File: src/rtl/upload_req_arb_if.sv
// Upload request arbiter bus interface.
// Bundles the two requester packet ports, the downstream request FIFO
// handshake and the arbiter status outputs. The arbiter uses the master
// modport. Requesters and the FIFO together form the slave side.
interface upload_req_arb_if;
   logic [47:0] ic_flits_req;
   logic        v_ic_flits_req;
   logic [47:0] dc_flits_req;
   logic        v_dc_flits_req;
   logic        req_fifo_rdy;
   logic [15:0] flit_out;
   logic        v_flit_out;
   logic        flit_src;
   logic        flit_tail;
   logic        ic_req_ack;
   logic        dc_req_ack;
   logic        arb_busy;

   modport master (
      input  ic_flits_req,
      input  v_ic_flits_req,
      input  dc_flits_req,
      input  v_dc_flits_req,
      input  req_fifo_rdy,
      output flit_out,
      output v_flit_out,
      output flit_src,
      output flit_tail,
      output ic_req_ack,
      output dc_req_ack,
      output arb_busy
   );

   modport slave (
      output ic_flits_req,
      output v_ic_flits_req,
      output dc_flits_req,
      output v_dc_flits_req,
      output req_fifo_rdy,
      input  flit_out,
      input  v_flit_out,
      input  flit_src,
      input  flit_tail,
      input  ic_req_ack,
      input  dc_req_ack,
      input  arb_busy
   );
endinterface

File: src/rtl/upload_req_arb.sv
// Upload request arbiter.
// Two requesters (IC and DC) each offer a 3-flit, 48-bit packet. One packet
// is latched at a time and then streamed flit by flit into the downstream
// request FIFO, stalling whenever the FIFO is not ready.
// Simultaneous requests are normally resolved round-robin. Defining the
// macro UPLOAD_ARB_FIXED_PRIO_EN gives IC fixed priority instead, in which
// case the round-robin pointer and RR_INIT are not used.
module upload_req_arb #(
   parameter logic RR_INIT = 1'b0
) (
   input logic              clk,
   input logic              rst,
   upload_req_arb_if.master bus
);

   typedef enum logic {
      IDLE = 1'b0,
      BUSY = 1'b1
   } state_t;

   state_t      state;
   state_t      state_next;
   logic [47:0] pkt;
   logic [47:0] pkt_next;
   logic [1:0]  cnt;
   logic [1:0]  cnt_next;
   logic        src;
   logic        src_next;
   logic        grant_ic;
   logic        grant_dc;
   logic        tail_xfer;
`ifndef UPLOAD_ARB_FIXED_PRIO_EN
   logic        rr_ptr;
`endif

   // Pick which requester wins in IDLE; a lone request always wins
   always_comb begin
      grant_ic = 1'b0;
      grant_dc = 1'b0;
      if (state == IDLE) begin
         if (bus.v_ic_flits_req && bus.v_dc_flits_req) begin
`ifdef UPLOAD_ARB_FIXED_PRIO_EN
            grant_ic = 1'b1;
`else
            if (rr_ptr) begin
               grant_dc = 1'b1;
            end else begin
               grant_ic = 1'b1;
            end
`endif
         end else if (bus.v_ic_flits_req) begin
            grant_ic = 1'b1;
         end else if (bus.v_dc_flits_req) begin
            grant_dc = 1'b1;
         end
      end
   end

   // Next-state logic and all outputs; IDLE keeps the flit outputs at zero
   always_comb begin
      state_next      = state;
      pkt_next        = pkt;
      cnt_next        = cnt;
      src_next        = src;
      tail_xfer       = 1'b0;
      bus.flit_out    = 16'h0000;
      bus.v_flit_out  = 1'b0;
      bus.flit_src    = 1'b0;
      bus.flit_tail   = 1'b0;
      bus.ic_req_ack  = 1'b0;
      bus.dc_req_ack  = 1'b0;
      bus.arb_busy    = 1'b0;
      case (state)
         IDLE: begin
            bus.ic_req_ack = grant_ic;
            bus.dc_req_ack = grant_dc;
            if (grant_ic || grant_dc) begin
               pkt_next   = grant_ic ? bus.ic_flits_req : bus.dc_flits_req;
               src_next   = grant_dc;
               cnt_next   = 2'd0;
               state_next = BUSY;
            end
         end
         BUSY: begin
            bus.arb_busy   = 1'b1;
            bus.flit_src   = src;
            bus.v_flit_out = bus.req_fifo_rdy;
            case (cnt)
               2'd1:    bus.flit_out = pkt[31:16];
               2'd2:    bus.flit_out = pkt[15:0];
               default: bus.flit_out = pkt[47:32];
            endcase
            if (bus.req_fifo_rdy) begin
               cnt_next = cnt + 2'd1;
               if (cnt == 2'd2) begin
                  bus.flit_tail = 1'b1;
                  tail_xfer     = 1'b1;
                  state_next    = IDLE;
               end
            end
         end
         default: begin
            state_next = IDLE;
         end
      endcase
   end

   // State, packet, flit counter and source registers
   always_ff @(posedge clk) begin
      if (rst) begin
         state <= IDLE;
         pkt   <= 48'h0;
         cnt   <= 2'd0;
         src   <= 1'b0;
      end else begin
         state <= state_next;
         pkt   <= pkt_next;
         cnt   <= cnt_next;
         src   <= src_next;
      end
   end

`ifndef UPLOAD_ARB_FIXED_PRIO_EN
   // After each tail transfer, favour the requester that was not just served
   always_ff @(posedge clk) begin
      if (rst) begin
         rr_ptr <= RR_INIT;
      end else if (tail_xfer) begin
         rr_ptr <= ~src;
      end
   end
`endif

endmodule

File: src/flat_wrapper.sv
// flat-port wrapper written by rule: the top's interface ports become plain ports
module upload_req_arb_flat 
#(
   parameter logic RR_INIT = 1'b0
)
  (clk, rst, bus_ic_flits_req, bus_v_ic_flits_req, bus_dc_flits_req, bus_v_dc_flits_req, bus_req_fifo_rdy, bus_flit_out, bus_v_flit_out, bus_flit_src, bus_flit_tail, bus_ic_req_ack, bus_dc_req_ack, bus_arb_busy);
  upload_req_arb_if bus_i ();
  input logic clk;
  input logic rst;
  input wire logic [$bits(bus_i.ic_flits_req)-1:0] bus_ic_flits_req;
  input wire logic [$bits(bus_i.v_ic_flits_req)-1:0] bus_v_ic_flits_req;
  input wire logic [$bits(bus_i.dc_flits_req)-1:0] bus_dc_flits_req;
  input wire logic [$bits(bus_i.v_dc_flits_req)-1:0] bus_v_dc_flits_req;
  input wire logic [$bits(bus_i.req_fifo_rdy)-1:0] bus_req_fifo_rdy;
  output wire logic [$bits(bus_i.flit_out)-1:0] bus_flit_out;
  output wire logic [$bits(bus_i.v_flit_out)-1:0] bus_v_flit_out;
  output wire logic [$bits(bus_i.flit_src)-1:0] bus_flit_src;
  output wire logic [$bits(bus_i.flit_tail)-1:0] bus_flit_tail;
  output wire logic [$bits(bus_i.ic_req_ack)-1:0] bus_ic_req_ack;
  output wire logic [$bits(bus_i.dc_req_ack)-1:0] bus_dc_req_ack;
  output wire logic [$bits(bus_i.arb_busy)-1:0] bus_arb_busy;
  assign bus_i.ic_flits_req = bus_ic_flits_req;
  assign bus_i.v_ic_flits_req = bus_v_ic_flits_req;
  assign bus_i.dc_flits_req = bus_dc_flits_req;
  assign bus_i.v_dc_flits_req = bus_v_dc_flits_req;
  assign bus_i.req_fifo_rdy = bus_req_fifo_rdy;
  assign bus_flit_out = bus_i.flit_out;
  assign bus_v_flit_out = bus_i.v_flit_out;
  assign bus_flit_src = bus_i.flit_src;
  assign bus_flit_tail = bus_i.flit_tail;
  assign bus_ic_req_ack = bus_i.ic_req_ack;
  assign bus_dc_req_ack = bus_i.dc_req_ack;
  assign bus_arb_busy = bus_i.arb_busy;
  upload_req_arb #(.RR_INIT(RR_INIT)) u_core (.clk(clk), .rst(rst), .bus(bus_i));
endmodule
File: config.mk
export PLATFORM = sky130hd
export DESIGN_NAME = upload_req_arb_flat
export DESIGN_NICKNAME = d
export VERILOG_FILES = /design/src/rtl/upload_req_arb_if.sv /design/src/rtl/upload_req_arb.sv /design/src/flat_wrapper.sv
export SDC_FILE = /design/constraint.sdc
export NUM_CORES = 1
export LEC_CHECK = 0
export ABC_AREA = 1
export BUFFER_PORTS_ARGS = -buffer_cell sky130_fd_sc_hd__buf_2
export CAP_MARGIN = 20
export CELL_PAD_IN_SITES_DETAIL_PLACEMENT = 1
export CELL_PAD_IN_SITES_GLOBAL_PLACEMENT = 1
export CORE_MARGIN = 2
export CORE_UTILIZATION = 27
export CTS_CLUSTER_SIZE = 10
export DETAILED_ROUTE_END_ITERATION = 8
export MAX_ROUTING_LAYER = met4
export PLACE_DENSITY_LB_ADDON = 0.1
export SYNTH_ARGS = -nofsm -noshare
export SYNTH_HDL_FRONTEND = slang
export SYNTH_SLANG_ARGS = --single-unit
File: constraint.sdc
create_clock -name clk -period 1.9 [get_ports clk]
set_input_delay 0.38 -clock clk [delete_from_list [all_inputs] [get_ports clk]]
set_output_delay 0.38 -clock clk [all_outputs]
set_load 0.01 [all_outputs]
# Yosys cells after proc, flatten, opt, wreduce, memory -nomap -nowiden
# Index checks and enable logic that the tools add are counted.
dict set report totals {
  reg_bits 53
  word_cells 43
}
dict set report op_classes {
  addsub 1
  eq_ne 4
  mux 27
  n_bitwise 2
  reduce_logical 4
}
# cell n
set op_table {}
lappend op_table {{2-to-1 mux 48 bit} 1}
lappend op_table {{case mux 16 bit (2 select lines)} 1}
lappend op_table {{2-to-1 mux 1 bit} 20}
lappend op_table {{2-to-1 mux 16 bit} 1}
lappend op_table {{2-to-1 mux 2 bit} 2}
lappend op_table {{inequality test 2 bit, second input constant} 2}
lappend op_table {{case mux 2 bit (2 select lines)} 1}
lappend op_table {{AND reduction 2 bit} 2}
lappend op_table {{adder 2 x 1 -> 2 bit, second input constant} 1}
lappend op_table {{equality test 2 x 1 -> 1 bit, second input constant} 1}
lappend op_table {{equality test 2 bit, second input constant} 1}
lappend op_table {{NOT 1 bit} 2}
lappend op_table {{case mux 1 bit (2 select lines)} 1}
lappend op_table {{logical AND 1 bit} 1}
lappend op_table {{logical OR 1 bit} 1}

# Longest topological paths before layout
# Gate-level depths: netlist of the first run.
dict set report depth {
  depth_word 7
  depth_mapped 8
  mapped_depth_nobuf 6
}

# Least setup slack after synthesis of the first run
# No wires, ideal clock.
dict set report synth_path {
  path_type {reg-to-output}
  startpoint {register u_core.cnt[0]}
  endpoint {output bus_flit_out[10]}
  arrival_time_ns 1.508
  t_required_ns 1.520
  setup_slack_ns 0.012
  path_stages_with_launch 8
  path_buffers 2
  path_cell_list {dfxtp_1 > inv_1 > ha_1 > clkbuf_1 > inv_1 > clkbuf_1 > o21ai_0 > a21oi_1}
}
dict set report synth_between {
  elab_chain_len 3
  word_cells_on_any_way 4
}
# item line
set synth_rtl {}
lappend synth_rtl {{start, declared} upload_req_arb.sv:25} ;# logic [1:0] cnt;
lappend synth_rtl {{start signal, assigned} upload_req_arb.sv:118} ;# cnt <= cnt_next;
lappend synth_rtl {{equality test 2 bit or equality test 2 x 1 -> 1 bit (tied branches)} upload_req_arb.sv:88} ;# case (cnt)
lappend synth_rtl {{case mux 16 bit (2 select lines) *} upload_req_arb.sv:88}
lappend synth_rtl {{2-to-1 mux 16 bit *} upload_req_arb.sv:73} ;# case (state)
lappend synth_rtl {{end, declared} flat_wrapper.sv:15} ;# output wire logic [$bits(bus_i.flit_out)-1:0] bus_flit_out;
# Mark *: on every way between the ends. The rest lies on a longest branch, timed or not.

# Final worst setup path of the first run
dict set report layout_path {
  startpoint {register u_core.cnt[0]}
  endpoint {output bus_flit_out[5]}
}
# The elaborated chain is that of the path after synthesis.

==> results of run 1 <==
-- flip-flops by register name (all words and copies together) (netlist names) --
| register | cells |
|---|---|
| u_core.pkt | 48 |
| u_core.cnt | 2 |
| u_core.rr_ptr | 1 |
| u_core.src | 1 |
| u_core.state | 1 |
-- routing by layer --
layer | vias up | track usage | wire length (um)
met4 | 0 | 0.04715 | 168
met1 | 1721 | 0.2583 | 5723
met2 | 87 | 0.3234 | 5669
met3 | 10 | 0.03082 | 502
met5 | - | - | 0
li1 | 1933 | - | -
-- worst reg2reg max path, stage by stage, from the launching register on --
cell and delay, ns:
dfxtp_1 0.34, inv_2 0.15, o21ai_4 0.08, inv_2 0.59, nand3_1 0.25, nand2_1 0.10
inv_1 0.04
-- kinds of logic (layout without fill, tap and decap cells) --
logic type      Yosys count  count (layout)
compound gates          104             104
other cells               0               1
flops                    53              53
fa+ha+maj                 2               2
buf+inv                 155             263
simple gates            222             222
-- area by class of cell --
cell class              instances  area [sq um]  area share
multi-input cells             328          1742      0.3953
clock buffers                   7         142.6     0.03238
flip-flops and latches         53          1064      0.2414
inverters                     109         411.6     0.09344
repair buffers                147         859.6      0.1951
well taps                     147         183.9     0.04175
diodes                          1         2.502   0.0005680
-- what timing repair did --
action,in CTS,in global routing
buffers inserted,1,0
resized for setup,54,10
endpoints found under the setup margin,16,17
pin swaps,4,1
hold endpoints to repair,0,0
gates cloned,1,0
-- synth_stat cells --
| master | number | area (sq um) |
|---|---|---|
| nand3_2 | 1 | 10.01 |
| o21ai_4 | 1 | 16.27 |
| buf_2 | 16 | 80.08 |
| a21oi_1 | 85 | 425.4 |
| clkbuf_1 | 23 | 86.33 |
| o21ai_0 | 17 | 85.08 |
| nand3_1 | 49 | 245.2 |
| inv_2 | 2 | 7.510 |
| nand4_1 | 48 | 300.3 |
| o21bai_1 | 1 | 7.510 |
| buf_4 | 3 | 22.52 |
| dfxtp_1 | 53 | 1061 |
| ha_1 | 2 | 25.02 |
| nand2_1 | 123 | 461.7 |
| inv_1 | 107 | 401.6 |
| nor2_1 | 1 | 3.750 |
| buf_1 | 4 | 15.01 |
-- through the flow --
stage	power (mW)	utilization	TNS [ns]	setup slack, ns
after floorplan	1.807	-	0	0.01220
after global placement	2.138	0.3394	0	0.09435
after detailed placement	2.154	0.3394	0	0.09450
after CTS	3.169	0.3665	-0.5244	-0.04996
after global routing	3.343	0.3699	-1.409	-0.1101
final	3.124	0.3699	-0.4908	-0.05224
-- power by group through the flow --
stage / clock network (mW) / registers (mW) / logic (mW)
after floorplan: 0 / 1.29 / 0.513
final: 0.912 / 1.32 / 0.896
after global routing: 0.996 / 1.33 / 1.02
after global placement: 0 / 1.33 / 0.811
after CTS: 0.956 / 1.32 / 0.898
after detailed placement: 0 / 1.33 / 0.825
-- worst max path at each step --
stage	depth (start not counted)	slack, ns	endpoint
floorplan	7	0.01	bus_flit_out[10]
global placement	7	0.09	bus_flit_out[12]
detailed placement	6	0.09	bus_flit_out[1]
CTS	7	-0.05	bus_flit_out[7]
global route	7	-0.11	bus_flit_out[8]
finish	7	-0.05	bus_flit_out[5]
==> out/metrics.cfg, run 1 <==
[setup_path]
path_cells = inv_2 > ha_4 > inv_4 > buf_6 > o21ai_1 > a21oi_1 > buf_2
crit_path_start_kind = flip-flop
reg2reg_from = u_core.state
arrival_ns = 1.57
crit_type = reg -> out
worst_r2r_endpoint = u_core.pkt[31]
worst-path-buf-inv = 4
r2r_cells = 6
rrSetupSlack_ns = 0.26
critPathSlowestCell = dfxtp_2
startpoint = u_core.cnt[0]
path_max_fanout = 6
critPathTopFamily = buffers and inverters
cp_data_required_time_ns = 1.52
end_kind = output pin
slowest_delay_ns = 0.36

[layout]
final_common_cell = nand2_1
stdcell_count = 792
fin_area_sq_mm = 0.004405
syn2layout_area_growth_pct = 35.37
fill_cells = 1597
finalNetCount = 747
drive_gt1_frac = 0.3028
most-common-layout-cells = nand2_1 (123), buf_2 (122), inv_1 (104)

[cts]
h-tree-depth = 2
clkTransAtPathRegs_ns = 0.07
cts_buffer_depth = 2
cts_root_buffer = clkbuf_16
cts_tree = done
clock_latency_ns = 0.29
hold_buffers = 0
cts_sinks = 53
cts_buffers = 5

[pwr]
leakagePower_nw = 2.355
power.density_mw_per_mm2 = 709.2
p_switching_mw = 1.009
vdd_drop_max_v = 0.0003410
swShare = 0.3231
clock_power_share = 0.292
pwr-share-seq = 0.421
p_comb_frac = 0.287
p_int_mw = 2.115

[synthesis]
synthXorXnorAreaFrac = 0
synth_cell_types = 17
synth_top_family_by_area = simple AND/OR/NAND/NOR gates
synth_compound_area_frac = 0.1642
syn_avg_cell_area_sq_um = 6.072
synth_mux_area_frac = 0
syn-num-nets = 639
ys_warn_count = 0
synth-seq-area-share = 0.3260
synth_area_sq_mm = 0.003254
synthCells = 536
synthSimpleGateAreaFrac = 0.3137
synth_fa_ha_area_frac = 0.007689
synth_seq_cells = 53

[route]
dr.pass1.iters = 5
drc_errors = 0
wl_mm = 12.06
wl_per_cell_um = 15.23
detail-route-antenna-nets = 0
drt_iter0_drc = 110
num_vias = 3751
vias_per_cell = 4.736

[sta]
fin_crit_sh = 1.027
worst_slew_pin_slew_ns = 0.8074
drv_slew = 0
fin_crit_ns = 1.952
whs_ns = 0.3706
layout_setup_ws_ns = -0.05224
skew_ns = 0.005340
rsz0062_at_grt = true
setup_violations = 15
hold_violations = 0
slew-limit-headroom = 0.4609
fmax_ghz = 0.5122

[hold_path]
worstHoldStart = bus_dc_flits_req[23]
hp-class = in -> reg
min_path_cells = 5
hold_end = u_core.pkt[23]

[global_route]
overflow = 0
grt_max_degree = 54
grt_pass1_vias = 3763
grt_usage = 0.1978
grt_pass1_wl_mm = 19.49
antenna_found_initial = 1

[placement]
globalplace.congestion = 0.8367
dp_hpwl_mm = 9.249
io_buffers = 122
place_area_sq_mm = 0.004043
placed_cells_incl_taps = 782

[die]
fp.dieW_um = 113.8
core_sq_mm = 0.01191
dieArea_sq_mm = 0.01295
core.rowCount = 40
die_y_um = 113.8
io_pins = 123
start_util = 0.2732

[status]
violations = setup timing
outcome = complete, but fails checks

[job]
max-cap-violations = 0

No activity file was read; power rests on OpenSTA's default activity.
==> run 2, diff against run 1 <==
Settings changed: CAP_MARGIN 20 to unset, CORE_ASPECT_RATIO set to 2.
==> run 2 against run 1 <==
  * The run now ends clean
  * Non-clock buffer count grew 1
  * Clock skew is essentially flat
  * Worst hold slack lost 0.0052 ns
  * Clock-buffer cell count shrank 1
  * Flip-flop and latch count is the same
  * Register-to-register slack gained 0.16 ns
  * Largest power group unchanged
==> out/metrics.cfg, run 2 (same netlist as run 1, synthesis figures left out) <==
[status]
outcome = completed

[die]
io_pins = 123
die_y_um = 159.3
core.rowCount = 56
start_util = 0.2765
fp.dieW_um = 81.63
dieArea_sq_mm = 0.01300
core_sq_mm = 0.01177

[route]
drc_errors = 0
drt_iter0_drc = 100
dr.pass1.iters = 4
num_vias = 3840
detail-route-antenna-nets = 0
vias_per_cell = 4.855
wl_mm = 12.76
wl_per_cell_um = 16.13

[sta]
hold_violations = 0
setup_violations = 0
skew_ns = 0.005276
fin_crit_ns = 1.898
rsz0062_at_grt = true
fin_crit_sh = 0.9987
worst_slew_pin_slew_ns = 0.5097
drv_slew = 0
slew-limit-headroom = 0.6602
fmax_ghz = 0.5270

[layout]
regMostFlops = u_core.pkt
fin_util = 0.3677
fill_cells = 1597
drive_gt1_frac = 0.2864
most-common-layout-cells = nand2_1 (122), buf_2 (122), inv_1 (105)
diodes = 0
syn2layout_area_growth_pct = 32.99
finalNetCount = 748
stdcell_count = 791
reg.largest.list = u_core.pkt x48, u_core.cnt x2
fin_area_sq_mm = 0.004328
largest_reg_flops = 48

[setup_path]
slowest_delay_ns = 0.37
arrival_ns = 1.52
r2r_cells = 7
path_cells = inv_4 > ha_4 > inv_6 > buf_6 > o21ai_0 > a21oi_1 > buf_2
reg2reg_from = u_core.state
worst-path-buf-inv = 4
crit_type = reg -> out
critPathSlowestCell = dfxtp_4
startpoint = u_core.cnt[0]
worst_r2r_endpoint = u_core.pkt[44]
critPathTopFamily = flip-flops
rrSetupSlack_ns = 0.42
end_kind = output pin
cp_data_required_time_ns = 1.52
crit_path_start_kind = flip-flop
path_max_fanout = 6

[hold_path]
hold_end = u_core.pkt[36]
worstHoldStart = bus_dc_flits_req[36]
min_path_cells = 5
hp-class = in -> reg

[cts]
hold_buffers = 0
cts_sinks = 53
cts_tree = done
cts_buffers = 5
h-tree-depth = 2
clkTransAtPathRegs_ns = 0.07
cts_buffer_depth = 2
clock_latency_ns = 0.29
cts_root_buffer = clkbuf_16

[pwr]
leakagePower_nw = 2.357
vdd_drop_max_v = 0.0003372
power.density_mw_per_mm2 = 711.6

[global_route]
overflow = 0
met1_usage = 0.2176
antenna_found_initial = 0
use_met2 = 0.3741
grt_usage = 0.2017
grt_max_degree = 49
grt_pass1_wl_mm = 19.62
grt-busiest-layer = met2
grt_pass1_vias = 3872
use_met3 = 0.02098

[placement]
io_buffers = 122
placed_cells_incl_taps = 780
globalplace.congestion = 0.8166
dp_hpwl_mm = 9.831
place_area_sq_mm = 0.004028

[job]
max-cap-violations = 0

run 2: cell count changes in the layout (fill, tap and decap cells not counted), sizes merged:
cell	before	now
buf	147	148
clkbuf	7	6
clkinv	0	2
diode	1	0
run 2: worst max path at each step:
stage	to	slack [ns]	cells past startpoint
after floorplan	bus_flit_out[10]	0.01	7
after global placement	bus_flit_out[15]	0.16	6
after detailed placement	bus_flit_out[1]	0.13	7
after CTS	bus_flit_out[4]	-0.02	7
after global routing	bus_flit_out[15]	-0.05	6
final	bus_flit_out[5]	0.002	7
run 2: through the flow:
stage / worst slack (ns) / power [mW] / hold slack, ns / TNS, ns
2_1_floorplan: 0.01220 / 1.807 / 0.4534 / 0
4_1_cts: -0.02115 / 3.075 / 0.3617 / -0.09291
5_1_grt: -0.05107 / 3.280 / 0.3951 / -0.4504
6_report: 0.002448 / 3.080 / 0.3654 / 0
3_3_place_gp: 0.1614 / 2.146 / 0.4720 / 0
3_5_place_dp: 0.1292 / 2.162 / 0.4846 / 0
run 2: power breakdown:
part	internal (mW)	switching, mW	total (mW)
logic	0.357	0.517	0.874
clock network	0.485	0.402	0.887
registers	1.23	0.0918	1.32
total	2.07	1.01	3.08
run 2: metal layers:
layer  part of all wire  wire length, um  vias up
met5                  0                0        -
met4              0.017              222        0
met3              0.036              462       12
met2               0.56             7124       95
met1               0.39             4951     1805
li1                   -                -     1928
run 2: final cells by class:
cell class                 instances  area (sq um)  share of cell area
multi-input combinational        328          1683              0.3888
sequential                        53          1067              0.2466
timing repair buffer             148         840.8              0.1943
inverter                         109         416.7             0.09627
tap                              145         181.4             0.04192
clock buffer                       6         128.9             0.02978
clock inverter                     2         10.01            0.002313
run 2: worst register-to-register path: cells and delay by family (launching register included):
| family | cells | cell delay (ns) |
|---|---|---|
| buf+inv | 3 | 0.44 |
| flops | 1 | 0.37 |
| simple gates | 4 | 0.57 |
run 2: timing repair:
item,CTS,global route
setup buffers,0,2
pin swaps,0,3
gates resized for setup,9,43
cloned,0,1
setup endpoints to repair,16,17
==> run 3, diff against run 2 <==
Settings changed: ABC_AREA 1 to unset, CORE_UTILIZATION 27 to 30.
==> run 3 against run 2 <==
  * The run now ends with setup timing left
  * Sequential share of layout area down 0.88 points
  * Clock-buffer cell count increased by 1
  * Worst setup slack got worse by 0.13 ns
  * Maximum frequency down 6.4%
  * Core utilization rose by 5.8 points
  * Via count fell by 6.8%
  * Largest cell class unchanged
  * Global-route usage rose by 4.0 points
  * Clock power rose by 4.8%
  * Wire length is 7.0% higher
  * Highest routed layer unchanged
  * Worst hold slack better by 0.014 ns
  * Critical path type unchanged
  * Sequential power barely moved
  * Largest power group unchanged
  * Cell count decreased by 21%
==> out/metrics.cfg, run 3 <==
[setup_path]
arrival_ns = 1.65
r2r_cells = 4
crit_path_start_kind = flip-flop
worst_r2r_endpoint = u_core.pkt[46]
end_kind = output pin
path_max_fanout = 10
rrSetupSlack_ns = 0.36
crit_type = reg -> out
slowest_delay_ns = 0.35
critPathSlowestCell = dfxtp_2
cp_data_required_time_ns = 1.52
path_cells = inv_2 > ha_4 > buf_16 > a221oi_2 > nor3_1 > buf_2
reg2reg_from = u_core.state

[layout]
regMostFlops = u_core.pkt
finalNetCount = 587
most-common-layout-cells = buf_2 (122), nor3_1 (54), dfxtp_1 (50)
largest_reg_flops = 48
final_common_cell = buf_2
diodes = 0
syn2layout_area_growth_pct = 38.60
reg.largest.list = u_core.pkt x48, u_core.cnt x2
drive_gt1_frac = 0.4194

[sta]
hold_violations = 0
slew-limit-headroom = 0.5698
whs_ns = 0.3791
layout_setup_ws_ns = -0.1276
fin_crit_sh = 1.067
setup_violations = 16
fmax_ghz = 0.4932
fin_crit_ns = 2.028
rsz0062_at_grt = true
skew_ns = 0.004887
worst_slew_pin_slew_ns = 0.6291
drv_slew = 0

[synthesis]
synth-seq-area-share = 0.3277
syn-num-nets = 483
yosys-top-cells-area = dfxtp_1 (33%), a2111oi_0 (13%), o21bai_1 (11%), a211oi_1 (11%), nor3_1 (9.9%)
yosysTopAreaCell = dfxtp_1
synth_top_area_share = 0.3277
syn_avg_cell_area_sq_um = 8.521
synth_edf_count = 0
synthCells = 380
synth_seq_cells = 53
synth_flop_cell = dfxtp_1
postSynth.asyncResetShare = 0
yosysMostFrequentCell = nor3_1
synth_area_sq_mm = 0.003238
ys_warn_count = 0
synth_cell_types = 27
synth_common_cells = nor3_1 (64), dfxtp_1 (53), o21bai_1 (49)

[cts]
h-tree-depth = 2
cts_sinks = 53
cts_buffers = 5
clkTransAtPathRegs_ns = 0.07
cts_buffer_depth = 2
hold_buffers = 0
cts_root_buffer = clkbuf_16
cts_tree = done
clock_latency_ns = 0.30

[pwr]
clock_power_share = 0.298
finalPower_mw = 3.118
p_comb_frac = 0.271
pwr-share-seq = 0.431
leakagePower_nw = 1.791
p_switching_mw = 0.9971
swShare = 0.3198
vdd_drop_max_v = 0.0003775
power.density_mw_per_mm2 = 694.8
p_int_mw = 2.121

[job]
max-cap-violations = 0

[route]
dr.pass1.iters = 4
drc_errors = 0
drt_iter0_drc = 166
wl_mm = 13.65
num_vias = 3577
vias_per_cell = 5.760
wl_per_cell_um = 21.98
detail-route-antenna-nets = 0

[placement]
globalplace.congestion = 0.9045
dp_hpwl_mm = 9.834
io_buffers = 122

[hold_path]
hold_end = u_core.pkt[1]
min_path_cells = 3
hp-class = in -> reg
worstHoldStart = bus_ic_flits_req[1]

[status]
violations = setup timing
outcome = complete, but fails checks

[global_route]
grt_max_degree = 38
grt_usage = 0.2421
grt_pass1_vias = 3859
antenna_found_initial = 0
grt_pass1_wl_mm = 21.16
overflow = 0

[die]
start_util = 0.3071
die_y_um = 150.9
core.rowCount = 53
fp.dieW_um = 77.47
io_pins = 123
core_sq_mm = 0.01054
dieArea_sq_mm = 0.01169

run 3: cell types whose count changed in the layout (fill, tap and decap cells not counted), moves of 10 or more:
cell	previous run	this run
nor3_2	0	10
nand4_1	48	0
a221oi_2	0	10
nand3_1	49	3
a2111oi_0	0	48
a21oi_1	79	3
o21bai_1	1	49
inv_1	105	4
o21ai_2	11	0
nor2b_1	0	11
nand2_1	122	3
nor3_1	0	54
a211oi_1	0	47
run 3: final cells by class:
type / instances / area [sq um]
well taps: 137 / 171.4
repair buffers: 153 / 948.4
clock buffers: 7 / 142.6
fillers: 1254 / 6056
inverters: 7 / 28.78
flip-flops and latches: 53 / 1067
multi-input cells: 264 / 2130
run 3: logic make-up (layout without fill, tap and decap cells):
logic type / Yosys count / in the layout / synth area share
DFF: 53 / 53 / 0.3277
AOI/OAI and AO/OA: 167 / 167 / 0.4154
buffers and inverters: 63 / 167 / 0.09621
adders and majority gates: 2 / 2 / 0.007727
and+or+nand+nor: 94 / 94 / 0.1499
muxes: 1 / 1 / 0.003091
run 3: worst max-delay path by stage:
stage                            end  slack [ns]     startpoint
CTS                 bus_flit_out[11]       -0.12  u_core.cnt[0]
global route         bus_flit_out[5]       -0.18  u_core.cnt[0]
floorplan           bus_flit_out[10]         0.1  u_core.cnt[0]
detailed placement   bus_flit_out[7]       -0.03  u_core.cnt[0]
global placement     bus_flit_out[8]      -0.006  u_core.cnt[1]
finish               bus_flit_out[1]       -0.13  u_core.cnt[0]
run 3: worst max-delay path: cells and delay by family, from the launching register on:
family	cells	cell delay, ns
AOI/OAI and AO/OA	1	0.24
adders and majority gates	1	0.30
buffers and inverters	3	0.37
DFF	1	0.35
and+or+nand+nor	1	0.08
run 3: repair_timing:
item,CTS,global route
cloned,3,0
setup buffers,6,0
pin swaps,15,6
endpoints found under the hold margin,0,0
endpoints found under the setup margin,17,17
gates resized for setup,41,14
run 3: through the flow:
stage                     setup WS [ns]  utilization  instance area [sq um]  setup TNS [ns]  std cells
after floorplan                 0.09765            -                   3238               0        380
after global placement        -0.005908       0.3750                   3954       -0.005908        607
after detailed placement       -0.02831       0.3750                   3954        -0.03657        607
after CTS                       -0.1224       0.4196                   4424          -1.404        621
after global routing            -0.1793       0.4257                   4488          -2.464        621
final                           -0.1276       0.4257                   4488          -1.637        621
run 3: metal layers:
metal  track usage  share of wire  wire (um)  up-vias
met5             -              0          0        -
met4       0.07946          0.025        337        0
met3       0.02980          0.048        650       18
met2        0.4439           0.54       7323      129
met1        0.2695           0.39       5341     1714
li1              -              -          -     1716
run 3: power by group through the flow:
stage / Clock (mW) / Combinational (mW) / Sequential, mW
5_1_grt: 0.991 / 0.922 / 1.35
4_1_cts: 0.949 / 0.825 / 1.34
6_report: 0.930 / 0.844 / 1.34
3_5_place_dp: 0 / 0.743 / 1.35
2_1_floorplan: 0 / 0.480 / 1.29
3_3_place_gp: 0 / 0.734 / 1.35
